File: src/rtl/fetch_pkg.sv
// Shared types and constants for the instruction fetch front-end.
package fetch_pkg;

    localparam int unsigned XLEN    = 32;
    localparam int unsigned INSTR_W = 32;
    localparam int unsigned PC_STEP = 4;

    localparam logic [XLEN-1:0] DEFAULT_RESET_PC = 32'h0000_0000;

    // FSM encodings; the enum mirrors them for use in debug and bench code
    localparam logic [0:0] ST_RUN  = 1'b0;
    localparam logic [0:0] ST_HALT = 1'b1;

    typedef enum logic [0:0] {
        RUN  = 1'b0,
        HALT = 1'b1
    } fetch_state_t;

    typedef struct packed {
        logic [XLEN-1:0]    pc;
        logic [INSTR_W-1:0] instr;
    } fetch_entry_t;

    function automatic logic is_word_aligned(input logic [XLEN-1:0] addr);
        return (addr[1:0] == 2'b00);
    endfunction

endpackage

File: src/rtl/fetch_fifo.sv
// Small synchronous FIFO of {pc, instr} pairs; flush wins over push and pop.
module fetch_fifo
    import fetch_pkg::*;
#(
    parameter int unsigned  DEPTH       = 2,
    parameter int unsigned  CNT_W       = $clog2(DEPTH + 1),
    parameter fetch_entry_t RESET_ENTRY = '0
) (
    input  logic             clk,
    input  logic             rst_n,
    input  logic             push,
    input  logic             pop,
    input  logic             flush,
    input  fetch_entry_t     wdata,
    output fetch_entry_t     rdata,
    output logic             empty,
    output logic [CNT_W-1:0] count
);

    localparam int unsigned PTR_W = (DEPTH > 1) ? $clog2(DEPTH) : 1;

    fetch_entry_t     mem [DEPTH];
    logic [PTR_W-1:0] rd_ptr;
    logic [PTR_W-1:0] wr_ptr;
    logic             full;
    logic             do_push;
    logic             do_pop;

    assign empty   = (count == '0);
    assign full    = (count == CNT_W'(DEPTH));
    assign do_push = push & ~flush;
    assign do_pop  = pop & ~flush & ~empty;
    assign rdata   = mem[rd_ptr];

    // Storage is reset so the head reads a defined entry out of reset
    always_ff @(posedge clk or negedge rst_n) begin
        if (!rst_n) begin
            rd_ptr <= '0;
            wr_ptr <= '0;
            count  <= '0;
            for (int unsigned i = 0; i < DEPTH; i++) begin
                mem[i] <= RESET_ENTRY;
            end
        end else if (flush) begin
            rd_ptr <= '0;
            wr_ptr <= '0;
            count  <= '0;
        end else begin
            if (do_push) begin
                mem[wr_ptr] <= wdata;
                wr_ptr      <= wr_ptr + PTR_W'(1);
            end
            if (do_pop) begin
                rd_ptr <= rd_ptr + PTR_W'(1);
            end
            count <= count + CNT_W'(do_push) - CNT_W'(do_pop);
        end
    end

    push_when_full_a : assert property (@(posedge clk) disable iff (!rst_n)
        !(push && !flush && full && !pop));

    pop_when_empty_a : assert property (@(posedge clk) disable iff (!rst_n)
        !(pop && !flush && empty));

endmodule

File: src/rtl/fetch_unit.sv
// RV32I fetch front-end: PC/credit tracking, redirect flush and response discard.
module fetch_unit
    import fetch_pkg::*;
#(
    parameter logic [XLEN-1:0] RESET_PC = DEFAULT_RESET_PC,
    parameter int unsigned     DEPTH    = 2
) (
    input  logic               i_clk,
    input  logic               i_rstn,
    output logic               o_imem_req,
    output logic [XLEN-1:0]    o_imem_addr,
    input  logic               i_imem_gnt,
    input  logic               i_imem_rvalid,
    input  logic [INSTR_W-1:0] i_imem_rdata,
    output logic               o_instr_valid,
    output logic [INSTR_W-1:0] o_instr,
    output logic [XLEN-1:0]    o_instr_pc,
    input  logic               i_instr_ready,
    input  logic               i_redirect,
    input  logic [XLEN-1:0]    i_redirect_pc,
    output logic               o_halt
);

    localparam int unsigned CNT_W = $clog2(DEPTH + 1);
    localparam int unsigned SUM_W = CNT_W + 1;

    logic [0:0]       state,       state_nxt;
    logic [XLEN-1:0]  fetch_pc,    fetch_pc_nxt;
    logic [XLEN-1:0]  resp_pc,     resp_pc_nxt;
    logic [CNT_W-1:0] outstanding, outstanding_nxt;
    logic [CNT_W-1:0] discard,     discard_nxt;

    logic [CNT_W-1:0] fifo_count;
    logic             fifo_empty;
    fetch_entry_t     fifo_head;
    fetch_entry_t     fifo_wdata;

    logic             running;
    logic             redirect_act;
    logic             redirect_ok;
    logic [SUM_W-1:0] inflight;
    logic             credit_ok;
    logic             req;
    logic             grant;
    logic             keep;
    logic             drop;
    logic             instr_valid;
    logic             pop;

    // Credit counts words granted or buffered; a same-cycle pop frees nothing
    assign running      = (state == ST_RUN);
    assign redirect_act = running & i_redirect;
    assign redirect_ok  = redirect_act & is_word_aligned(i_redirect_pc);
    assign inflight     = SUM_W'(outstanding) + SUM_W'(fifo_count);
    assign credit_ok    = (inflight < SUM_W'(DEPTH));
    assign req          = i_rstn & running & ~i_redirect & credit_ok;
    assign grant        = req & i_imem_gnt;
    assign drop         = i_imem_rvalid & (discard != '0);
    assign keep         = i_imem_rvalid & (discard == '0) & running & ~i_redirect;
    assign instr_valid  = ~fifo_empty & ~i_redirect;
    assign pop          = instr_valid & i_instr_ready;

    assign fifo_wdata = '{pc: resp_pc, instr: i_imem_rdata};

    fetch_fifo #(
        .DEPTH       (DEPTH),
        .CNT_W       (CNT_W),
        .RESET_ENTRY ('{pc: RESET_PC, instr: '0})
    ) u_fifo (
        .clk   (i_clk),
        .rst_n (i_rstn),
        .push  (keep),
        .pop   (pop),
        .flush (redirect_act),
        .wdata (fifo_wdata),
        .rdata (fifo_head),
        .empty (fifo_empty),
        .count (fifo_count)
    );

    // Next-state: counters follow grant/response traffic, redirect overrides
    always_comb begin
        state_nxt       = state;
        fetch_pc_nxt    = fetch_pc;
        resp_pc_nxt     = resp_pc;
        outstanding_nxt = outstanding + CNT_W'(grant) - CNT_W'(i_imem_rvalid);
        discard_nxt     = discard;

        if (grant) begin
            fetch_pc_nxt = fetch_pc + XLEN'(PC_STEP);
        end
        if (drop) begin
            discard_nxt = discard - CNT_W'(1);
        end
        if (keep) begin
            resp_pc_nxt = resp_pc + XLEN'(PC_STEP);
        end

        case (state)
            ST_RUN: begin
                if (i_redirect) begin
                    // Everything granted but not returned this cycle is stale
                    discard_nxt = outstanding - CNT_W'(i_imem_rvalid);
                    if (redirect_ok) begin
                        fetch_pc_nxt = i_redirect_pc;
                        resp_pc_nxt  = i_redirect_pc;
                    end else begin
                        state_nxt = ST_HALT;
                    end
                end
            end
            ST_HALT: begin
                state_nxt = ST_HALT;
            end
            default: begin
                state_nxt = ST_HALT;
            end
        endcase
    end

    always_ff @(posedge i_clk or negedge i_rstn) begin
        if (!i_rstn) begin
            state       <= ST_RUN;
            fetch_pc    <= RESET_PC;
            resp_pc     <= RESET_PC;
            outstanding <= '0;
            discard     <= '0;
        end else begin
            state       <= state_nxt;
            fetch_pc    <= fetch_pc_nxt;
            resp_pc     <= resp_pc_nxt;
            outstanding <= outstanding_nxt;
            discard     <= discard_nxt;
        end
    end

    assign o_imem_req    = req;
    assign o_imem_addr   = fetch_pc;
    assign o_instr_valid = instr_valid;
    assign o_instr       = fifo_head.instr;
    assign o_instr_pc    = fifo_head.pc;
    assign o_halt        = (state == ST_HALT);

    outstanding_bound_a : assert property (@(posedge i_clk) disable iff (!i_rstn)
        (outstanding <= CNT_W'(DEPTH)) && (discard <= outstanding));

    rvalid_has_grant_a : assert property (@(posedge i_clk) disable iff (!i_rstn)
        i_imem_rvalid |-> (outstanding != '0));

endmodule
File: config.mk
export PLATFORM = sky130hd
export DESIGN_NAME = fetch_unit
export DESIGN_NICKNAME = d
export VERILOG_FILES = /design/src/rtl/fetch_pkg.sv /design/src/rtl/fetch_fifo.sv /design/src/rtl/fetch_unit.sv
export SDC_FILE = /design/constraint.sdc
export NUM_CORES = 1
export LEC_CHECK = 0
export CORE_MARGIN = 8
export CORE_UTILIZATION = 55
export CTS_CLUSTER_SIZE = 10
export DETAILED_ROUTE_END_ITERATION = 8
export PLACE_DENSITY = 0.88
export RECOVER_POWER = 50
export SLEW_MARGIN = 20
export SYNTH_ARGS = -nofsm -noshare
export SYNTH_HDL_FRONTEND = slang
export SYNTH_SLANG_ARGS = --single-unit
File: constraint.sdc
create_clock -name i_clk -period 4.75 [get_ports i_clk]
set_input_delay 0.7125 -clock i_clk [delete_from_list [all_inputs] [get_ports i_clk]]
set_output_delay 0.7125 -clock i_clk [all_outputs]
set_load 0.01 [all_outputs]
==> summary.md, run 1 <==
| Metric | Value |
|---|---|
| Largest family of logic cells by synthesized area | multiplexers |
| # hold bufs at CTS | 0 |
| Final Total Pwr | 4.20 mW |
| Post-synthesis sequential area ratio | a little over half |
| Layout Nets | ~990 |
| Mapped Cells | 750 |
| Seq cells post-synth | around 200 |
| Core Area | 0.0165 mm2 |
| Overall Global Routing Usage | 21.3% |
| Setup CP Type | input port to register |
| Synth Area in XOR/XNOR | 5.03% |
| Setup Viol. Count Final | 0 |
| Vias in the first global route | a little under 7k |
| CP Buf/Inv Count | 2 |
| Detailed placement HPWL | 15,500 um |
| N_diodes | 0 |
| Die height | between 100 and 150 um |
| Drt wl/cell | 19.4 um |
| Worst slew margin | -53.0% |
| Initial antenna violation count | 0 |
| Max cap viols | 3 |
| Setup TNS | 0 ns |
| Die width | ~150 um |
| R2R Path Start | discard[0]$_DFF_PN0_ |
| PwrDens | ~360 mW/mm2 |
| Routability Congestion | 0.865 |
| Worst vdd rail ir drop | ~0.28 mV |
| Port bufs | 168 |
| Crit-path slowest cell | clkbuf_1 |
| Most frequent cell after synthesis | dfrtp_1 |
| Synth cell count leaders | dfrtp_1, mux2_2, a21oi_1, nor2_1, xnor2_1 |
| CP max FO | 39 |
| Syn Area/Cell | 12.3 um2 |
| Clk Latency, worst-skew pair | about 0.43 ns |
| Period utilization | 82.3% |
| Critical Path AT | approximately 4.2 ns |
| Final Critical Period | 3.91 ns |
| Failing checks | max-capacitance violations, max-slew violations |
| Post-synth net total | 829 |
| Ys Warns | 0 |
| DRC | 0 |
| Compound-Gate Fraction of Synth Area | under 10% |
| Crit path launch type | input port |
| Max-slew violations | 197 |
| Share of layout cells above drive strength 1 | 25.8% |
| DR vias | 6,507 |
| Yosys cell types | 41 |
| Fmax | roughly 260 MHz |
| Reg clk slew, reported paths | 0.07 ns |
| Clock root buffer | clkbuf_16 |
| Cell Area, Synth | 0.00923 mm2 |
| Post-synth EDFFs | 0 |
| Status | finished, violations left |
| # H-tree levels | 4 |
| I/O Pins | 169 |
| Area Growth Syn to Fin | 26.7% |
| Crit end category | register |
| R2r setup slk | 1.22 ns |
| Total gr overflow | 0 |
| Asr flop ratio synth | 100% |
| Worst-margin pin slew | approximately 2.3 ns |
| Critical R2R Capture | u_fifo.mem[82]$_DFFE_PN0P_ |
| RSZ-0062 raised after global routing | no |
| CP Cell Sequence | dlygate4sd3_1, and4bb_2, nor2b_4, clkbuf_1, mux2_2 |
| Initial Utilization | 56.0% |
| Post-synthesis mux area share | 23.0% |
| Synth Area in Simple Gates | 9.67% |
| Clk buf depth | 2 |
| Post-cts repair resize count | 0 |
| P_leak | about 5.4 nW |
| Clk sinks | 199 |
| WP data required | 5.06 ns |
| Final Util | 71.0% |
| Leading register cell type out of synthesis | dfrtp_1 |
| Final ANT Viol Nets | 0 |
| Largest net degree at the start of global routing | 94 |
| Slowest stage delay, CP | 1.63 ns |
| DR iter-0 viols | roughly 380 |
| Synth top area cells | dfrtp_1, mux2_2, a21oi_1, xnor2_1, xor2_1 |
| Largest area contributor in the synthesized netlist | dfrtp_1 |
| FF-to-FF path depth | 6 |
| Hold Violations, Final | 0 |
| Share of the synthesized area in the top cell type | 54.0% |
| Setup Buffers After CTS | 0 |
| DRT Wirelength | between 20,000 and 25,000 um |
| Crit-path leading delay family | buffers and inverters |
| Post-synthesis adder-cell area fraction | 1.30% |
| Vias per cell | 5.71 |
| DR pass1 iterations | 5 |
| Worst hold path class | input port to asynchronous set/reset pin |
| First-pass GRT wire length | 36,600 um |
| Die ar. | about 0.021 mm2 |
| Cts bufs inserted | 17 |
| FP Rows | 47 |
| Clock Skew | 0.00856 ns |
| CTS tree | done |
layer usage:
layer | vias up | GRT usage (%) | wire length [um]
met5 | - | 0 | 0
met4 | 0 | 8.33 | 540
met3 | 39 | 6.00 | 1450
met2 | 230 | 34.6 | 10600
met1 | 3263 | 26.6 | 9480
li1 | 2975 | - | -
where the power goes:
part	switching (mW)	internal, mW	total, mW
clock network	0.678	0.746	1.42
registers	0.165	1.83	1.99
logic	0.353	0.426	0.779
state kept, by name, summed over array words and instances, names as in the netlist:
name	count
resp_pc	31
outstanding	2
o_halt	1
o_imem_addr	31
u_fifo.mem	128
u_fifo.count	2
u_fifo.wr_ptr	1
discard	2
u_fifo.rd_ptr	1
worst reg2reg max path, cell delays in order, from the launching register on:
cell and delay (ns):
dfrtp_1 0.39, inv_1 0.06, ha_1 0.17, and4bb_2 0.44
nor2b_4 0.22, clkbuf_1 1.63, mux2_2 0.49
through the flow:
| stage | setup WS (ns) | hold WS (ns) | area (um2) | cells |
|---|---|---|---|---|
| 3_3_place_gp | 1.38 | 0.459 | 11100 | 1108 |
| 4_1_cts | 1.43 | 0.327 | 11700 | 1140 |
| 6_report | 0.840 | 0.321 | 11700 | 1140 |
| 2_1_floorplan | 2.23 | 0.417 | 9230 | 750 |
| 3_5_place_dp | 1.29 | 0.475 | 11100 | 1108 |
| 5_1_grt | 0.647 | 0.357 | 11700 | 1140 |
how the worst max path moves through the flow:
stage / from / endpoint / slack (ns) / depth (start not counted)
finish: i_redirect / u_fifo.mem[82]$_DFFE_PN0P_ / 0.84 / 5
global route: i_redirect / u_fifo.mem[83]$_DFFE_PN0P_ / 0.65 / 5
CTS: outstanding[0]$_DFF_PN0_ / o_imem_req / 1.43 / 6
detailed placement: i_redirect / resp_pc[30]$_DFF_PN0_ / 1.29 / 6
global placement: i_redirect / resp_pc[30]$_DFF_PN0_ / 1.38 / 6
floorplan: outstanding[0]$_DFF_PN0_ / outstanding[1]$_DFF_PN0_ / 2.23 / 12
final cells by class:
type | instances | area (um2)
Clock buffer | 17 | 425
Clock inverter | 15 | 161
Sequential cell | 199 | 4980
Fill cell | 1162 | 4770
Timing Repair Buffer | 176 | 1750
Multi-Input combinational cell | 500 | 4060
Tap cell | 220 | 275
Inverter | 13 | 48.8
cells by family after synthesis:
family | count (synthesis)
AOI/OAI and AO/OA | 83
xor gates and xnor gates | 53
adders and majority gates | 9
buffers and inverters | 51
DFF | 199
muxes | 189
and+or+nand+nor | 166
layout by cell type, fill, tap and decap left out, types with 2 or more instances in the layout:
cell type and count:
a21oi_1 51, a31oi_1 11, and2_1 4, and3_1 10, and4_1 4, buf_4 4, clkbuf_16 17, clkbuf_2 2
clkdlybuf4s50_1 132, clkinv_2 2, clkinv_8 2, dfrtp_1 198, dlygate4sd3_1 35, ha_1 8, inv_1 13, inv_6 7
mux2_2 187, mux2i_1 2, nand2_1 25, nand2b_1 4, nand3_1 17, nand4_1 15, nand4bb_1 2, nor2_1 43
nor2b_1 2, nor3_1 12, nor4_1 3, o21ai_0 17, or3_1 10, or4_1 3, xnor2_1 28, xor2_1 25
No activity file was read; power rests on OpenSTA's default activity.
==> run 2: changes to the inputs <==
--- a/config.mk
+++ b/config.mk
@@ -6,10 +6,10 @@
 export NUM_CORES = 1
 export LEC_CHECK = 0
 export CORE_MARGIN = 8
-export CORE_UTILIZATION = 55
+export CORE_UTILIZATION = 53
 export CTS_CLUSTER_SIZE = 10
 export DETAILED_ROUTE_END_ITERATION = 8
-export PLACE_DENSITY = 0.88
+export PLACE_DENSITY = 0.86
 export RECOVER_POWER = 50
 export SLEW_MARGIN = 20
 export SYNTH_ARGS = -nofsm -noshare
==> constraint.sdc (replaced) <==
create_clock -name i_clk -period 3.8 [get_ports i_clk]
set_input_delay 0.57 -clock i_clk [delete_from_list [all_inputs] [get_ports i_clk]]
set_output_delay 0.57 -clock i_clk [all_outputs]
set_load 0.01 [all_outputs]
==> summary.md, run 2 (synthesized netlist as in run 1, its figures left out) <==
| Metric | Value |
|---|---|
| Status | finished, violations left (unchanged) |
| Failing checks | max-capacitance violations, max-slew violations (unchanged) |
| CP Buf/Inv Count | 1 (was 2) |
| Die ar. | 0.0219 mm2 (was 0.0212 mm2) |
| Max-slew violations | 110 (was 197) |
| Layout Nets | 990 (was 986) |
| Setup CP Type | input port to register (unchanged) |
| CTS tree | done (unchanged) |
| Commonest cells after routing, fill and taps aside | dfrtp_1, mux2_2, clkdlybuf4s50_1 (unchanged) |
| Die height | 148 um (was 146 um) |
| PwrDens | 454 mW/mm2 (was 359 mW/mm2) |
| Critical Path AT | 3.52 ns (was 4.22 ns) |
| Final ANT Viol Nets | 0 (unchanged) |
| Max cap viols | 2 (was 3) |
| Area Growth Syn to Fin | 27.3% (was 26.7%) |
| FF-to-FF path depth | 7 (was 6) |
| Reg clk slew, reported paths | 0.07 ns (about the same) |
| Worst vdd rail ir drop | 0.334 mV (was 0.280 mV) |
| Worst path depth | 6 (was 5) |
| P_leak | 5.41 nW (about the same) |
| Clk Latency, worst-skew pair | 0.43 ns (about the same) |
| Routability Congestion | 0.845 (was 0.865) |
| Setup Buffers After CTS | 0 (unchanged) |
| DR iter-0 viols | 333 (was 384) |
| Crit-path slowest cell | or4_1 (was clkbuf_1) |
| Commonest non-fill, non-tap cell in the layout | dfrtp_1 (unchanged) |
| Vias per cell | 5.62 (was 5.71) |
| Overall Global Routing Usage | 20.5% (was 21.3%) |
| Final setup margin | 0.611 ns (was 0.840 ns) |
| Setup TNS | 0 ns (unchanged) |
| # hold bufs at CTS | 0 (unchanged) |
| DR pass1 iterations | 5 (unchanged) |
| N_diodes | 0 (unchanged) |
| Crit end category | register (unchanged) |
| Initial Utilization | 53.7% (was 56.0%) |
| DRT Wirelength | 22,000 um (was 22,100 um) |
| Clk buf depth | 2 (unchanged) |
| Crit-path leading delay family | simple AND/OR/NAND/NOR gates (was buffers and inverters) |
| Max FFs per register | 128 (unchanged) |
| Total gr overflow | 0 (unchanged) |
| CP max FO | 12 (was 39) |
| Detailed placement HPWL | 15,600 um (was 15,500 um) |
| Final Critical Period | between 3 and 4 ns |
| Clock root buffer | clkbuf_16 (unchanged) |
| I/O Pins | 169 (unchanged) |
| Vias in the first global route | 6,816 (was 6,951) |
| Drt wl/cell | 19.2 um (was 19.4 um) |
| Worst hold path class | input port to asynchronous set/reset pin (unchanged) |
| Worst slew margin | -38.0% (was -53.0%) |
| Clk sinks | 199 (unchanged) |
| Initial antenna violation count | 0 (unchanged) |
| Biggest register | u_fifo.mem (unchanged) |
| Largest net degree at the start of global routing | 71 (was 94) |
| Share of layout cells above drive strength 1 | 25.6% (was 25.8%) |
| Placement Setup Slack | 0.521 ns (was 1.29 ns) |
| # H-tree levels | 4 (unchanged) |
| Period utilization | 83.9% |
| DRC | 0 (unchanged) |
| Slowest stage delay, CP | 0.71 ns (was 1.63 ns) |
| Fmax | 314 MHz |
| First-pass GRT wire length | 36,200 um (was 36,600 um) |
| Hold Violations, Final | 0 (unchanged) |
| Die width | 148 um (was 146 um) |
| Worst-margin pin slew | 2.07 ns (was 2.29 ns) |
| Post-cts repair resize count | 0 (unchanged) |
| Core Area | 0.0172 mm2 (was 0.0165 mm2) |
| RSZ-0062 raised after global routing | no (unchanged) |
| DR vias | 6,448 (was 6,507) |
| Port bufs | 168 (unchanged) |
| Clock Skew | 0.00863 ns (was 0.00856 ns) |
| WP data required | 4.13 ns (was 5.06 ns) |
| CP Cell Sequence | dlygate4sd3_1, and4bb_1, nand4_1, or4_1, or3_1, a31oi_1 (was dlygate4sd3_1, and4bb_2, nor2b_4, clkbuf_1, mux2_2) |
| FP Rows | 48 (was 47) |
| Setup Viol. Count Final | 0 (unchanged) |
| Crit path launch type | input port (unchanged) |
| Cts bufs inserted | 17 (unchanged) |
==> run 2: worst register-to-register path: stages (launching register included) <==
cell and delay [ns]:
dfrtp_1 0.39, inv_1 0.06, ha_1 0.19, and4bb_1 0.53, nand4_1 0.38, or4_1 0.71, or3_1 0.38, a31oi_1 0.23
==> run 2: metal layers <==
metal,GRT usage [%],routed length (um)
met5,0,0
met1,28.1,10000
met4,5.35,157
met3,5.41,1530
met2,31.8,10300
==> run 2: area by class of cell <==
cell class              count  area, um2
clock buffers              18        439
clock inverters            12        170
fillers                  1263       5430
inverters                  13       48.8
multi-input cells         500       4050
flip-flops and latches    199       4980
well taps                 225        282
repair buffers            180       1780
==> run 2: power by group <==
group	internal, mW	leakage, nW	switching (mW)
Sequential	2.29	2.67	0.238
Combinational	0.540	2.45	0.411
Clock	1.06	0.289	0.799
Total	3.89	5.41	1.45
==> run 2: per-stage QoR <==
stage               hold WS [ns]  area (um2)  utilization, %  instances  power (mW)
global placement           0.456       11200            64.9       1117        3.50
detailed placement         0.470       11200            64.9       1117        3.53
finish                    0.0644       11800            68.4       1147        5.34
global route              0.0843       11800            68.4       1147        5.58
floorplan                  0.274        9230               -        750        3.04
CTS                       0.0705       11800            68.5       1147        5.40
==> run 2: worst paths after layout <==
kind	slack, ns	start	endpoint
setup / recovery	0.61	i_redirect	resp_pc[26]$_DFF_PN0_
hold / removal	0.06	i_rstn	u_fifo.mem[7]$_DFFE_PN0P_
setup reg to reg	0.85	discard[0]$_DFF_PN0_	resp_pc[26]$_DFF_PN0_
hold reg to reg	0.48	u_fifo.mem[49]$_DFFE_PN0P_	u_fifo.mem[49]$_DFFE_PN0P_
max in group asynchronous	0.86	i_rstn	u_fifo.rd_ptr$_DFFE_PN0P_
min in group i_clk	0.48	u_fifo.mem[49]$_DFFE_PN0P_	u_fifo.mem[49]$_DFFE_PN0P_
==> run 3: changes to the inputs <==
--- a/config.mk
+++ b/config.mk
@@ -6,10 +6,10 @@
 export NUM_CORES = 1
 export LEC_CHECK = 0
 export CORE_MARGIN = 8
-export CORE_UTILIZATION = 53
+export CORE_UTILIZATION = 48
 export CTS_CLUSTER_SIZE = 10
 export DETAILED_ROUTE_END_ITERATION = 8
-export PLACE_DENSITY = 0.86
+export PLACE_DENSITY = 0.82
 export RECOVER_POWER = 50
 export SLEW_MARGIN = 20
 export SYNTH_ARGS = -nofsm -noshare
==> constraint.sdc (replaced) <==
create_clock -name i_clk -period 2.75 [get_ports i_clk]
set_input_delay 0.4125 -clock i_clk [delete_from_list [all_inputs] [get_ports i_clk]]
set_output_delay 0.4125 -clock i_clk [all_outputs]
set_load 0.01 [all_outputs]
==> summary.md, run 3 (synthesized netlist as in run 1, its figures left out) <==
| Metric | Value |
|---|---|
| Status | finished, final reports clean (was finished, violations left) |
| DRT Wirelength | 22,800 um (was 22,000 um) |
| Biggest register | u_fifo.mem (unchanged) |
| Vias in the first global route | 6,892 (was 6,816) |
| Worst-margin pin slew | 1.02 ns (was 2.07 ns) |
| Clock Skew | 0.00914 ns (was 0.00863 ns) |
| Layout Nets | 1,002 (was 990) |
| Drt wl/cell | 19.5 um (was 19.2 um) |
| Slowest stage delay, CP | 0.44 ns (was 0.71 ns) |
| Crit-path slowest cell | fa_1 (was or4_1) |
| FP Rows | 50 (was 48) |
| Max cap viols | 0 (was 2) |
| DR iter-0 viols | 373 (was 333) |
| I/O Pins | 169 (unchanged) |
| Placed Cells | 1,136 (was 1,117) |
| Critical Path AT | 2.90 ns (was 3.52 ns) |
| Worst hold path class | register to register (was input port to asynchronous set/reset pin) |
| Largest net degree at the start of global routing | 187 (was 71) |
| Commonest cells after routing, fill and taps aside | dfrtp_1, mux2_2, clkdlybuf4s50_1 (unchanged) |
| Die height | 155 um (was 148 um) |
| Detailed placement HPWL | 15,900 um (was 15,600 um) |
| CTS tree | done (unchanged) |
| Initial antenna violation count | 0 (unchanged) |
| Initial Utilization | 49.2% (was 53.7%) |
| Crit path launch type | register (was input port) |
| PwrDens | 632 mW/mm2 (was 454 mW/mm2) |
| Total gr overflow | 0 (unchanged) |
| Reg clk slew, reported paths | 0.07 ns (about the same) |
| Setup CP Type | register to register (was input port to register) |
| Fmax | 392 MHz |
| # H-tree levels | 4 (unchanged) |
| DR vias | 6,601 (was 6,448) |
| DR pass1 iterations | 5 (unchanged) |
| P_leak | 5.52 nW (was 5.41 nW) |
| RSZ-0062 raised after global routing | no (unchanged) |
| CP max FO | 4 (was 12) |
| Fin cells | 1,169 (was 1,147) |
| Clk Latency, worst-skew pair | 0.43 ns (about the same) |
| Final ANT Viol Nets | 0 (unchanged) |
| Max FFs per register | 128 (unchanged) |
| WP data required | 3.10 ns (was 4.13 ns) |
| Port bufs | 168 (unchanged) |
| Worst slew margin | 32.3% (was -38.0%) |
| Die width | 155 um (was 148 um) |
| Max-slew violations | 0 (was 110) |
| Core Area | 0.0188 mm2 (was 0.0172 mm2) |
| Clk sinks | 199 (unchanged) |
| Area Growth Syn to Fin | 29.5% (was 27.3%) |
| Routability Congestion | 0.815 (was 0.845) |
| Die ar. | 0.0239 mm2 (was 0.0219 mm2) |
| DRC | 0 (unchanged) |
| N_diodes | 0 (unchanged) |
| Worst vdd rail ir drop | 0.457 mV (was 0.334 mV) |
| Setup Viol. Count Final | 0 (unchanged) |
| Overall Global Routing Usage | 19.7% (was 20.5%) |
| Final Critical Period | 2.55 ns |
| Vias per cell | 5.65 (was 5.62) |
| Cts bufs inserted | 17 (unchanged) |
| Crit end category | register (unchanged) |
| Clk buf depth | 2 (unchanged) |
| Clock root buffer | clkbuf_16 (unchanged) |
| Hold Violations, Final | 0 (unchanged) |
| Setup TNS | 0 ns (unchanged) |
| Share of layout cells above drive strength 1 | 26.6% (was 25.6%) |
| CP Cell Sequence | inv_1, nor2_1, fa_1, nor4_1, and2_4, buf_4, nand2_1, ha_1, inv_1, ha_1, xnor2_1, xnor2_1 (was dlygate4sd3_1, and4bb_1, nand4_1, or4_1, or3_1, a31oi_1) |
| Period utilization | ~93% |
| First-pass GRT wire length | 37,300 um (was 36,200 um) |
| Commonest non-fill, non-tap cell in the layout | dfrtp_1 (unchanged) |
-- run 3: cell type report --
class	instances	area [um2]
fillers	1403	6810
flip-flops and latches	199	4980
multi-input cells	500	4040
repair buffers	192	1940
clock buffers	19	453
well taps	234	293
clock inverters	12	198
inverters	13	48.8
-- run 3: timing repair --
item / in CTS / in global routing
hold buffers: 1 / 0
buffers inserted: 1 / 0
hold endpoints to repair: 13 / 0
setup endpoints to repair: 1 / 0
gates resized for setup: 3 / 0
-- run 3: final timing paths --
| kind | cells past startpoint | start | slack, ns | end |
|---|---|---|---|---|
| setup / recovery | 12 | outstanding[0]$_DFF_PN0_ | 0.20 | outstanding[1]$_DFF_PN0_ |
| hold / removal | 2 | u_fifo.mem[55]$_DFFE_PN0P_ | 0.48 | u_fifo.mem[55]$_DFFE_PN0P_ |
| setup reg to reg | 12 | outstanding[0]$_DFF_PN0_ | 0.20 | outstanding[1]$_DFF_PN0_ |
| hold reg to reg | 2 | u_fifo.mem[55]$_DFFE_PN0P_ | 0.48 | u_fifo.mem[55]$_DFFE_PN0P_ |
| max in group asynchronous | 3 | i_rstn | 1.02 | resp_pc[10]$_DFF_PN0_ |
| min in group asynchronous | 2 | i_rstn | 0.50 | o_imem_addr[3]$_DFF_PN0_ |
-- run 3: layer usage --
layer	global-route usage, %	part of all wire [%]	vias up
li1	-	-	3022
met1	25.5	43	3276
met2	31.3	47	266
met3	5.63	7.7	37
met4	6.07	1.9	0
met5	0	0	-
-- run 3: power breakdown --
| part | total, mW | switching [mW] | internal, mW |
|---|---|---|---|
| Combinational | 1.41 | 0.657 | 0.756 |
| Sequential | 3.41 | 0.248 | 3.16 |
| Clock | 2.73 | 1.07 | 1.66 |
-- run 3: per-stage QoR --
step | worst slack (ns) | hold slack, ns | utilization (%) | total power, mW | instance area, um2
floorplan | 0.231 | 0.117 | - | 4.20 | 9230
global placement | 0.294 | 0.272 | 60.3 | 4.86 | 11300
detailed placement | 0.184 | 0.274 | 60.3 | 4.91 | 11300
CTS | 0.188 | 0.480 | 63.8 | 7.65 | 12000
global route | 0.0420 | 0.488 | 63.7 | 7.91 | 12000
finish | 0.200 | 0.477 | 63.7 | 7.55 | 12000
-- run 3: worst max-delay path: cells and delay by family (launching register included) --
family,cells,cell delay (ns)
XOR/XNOR,2,0.31
adder cells (fa/ha/maj),3,0.92
buffers and inverters,3,0.22
flip-flops,1,0.35
AND/OR/NAND/NOR,4,0.68
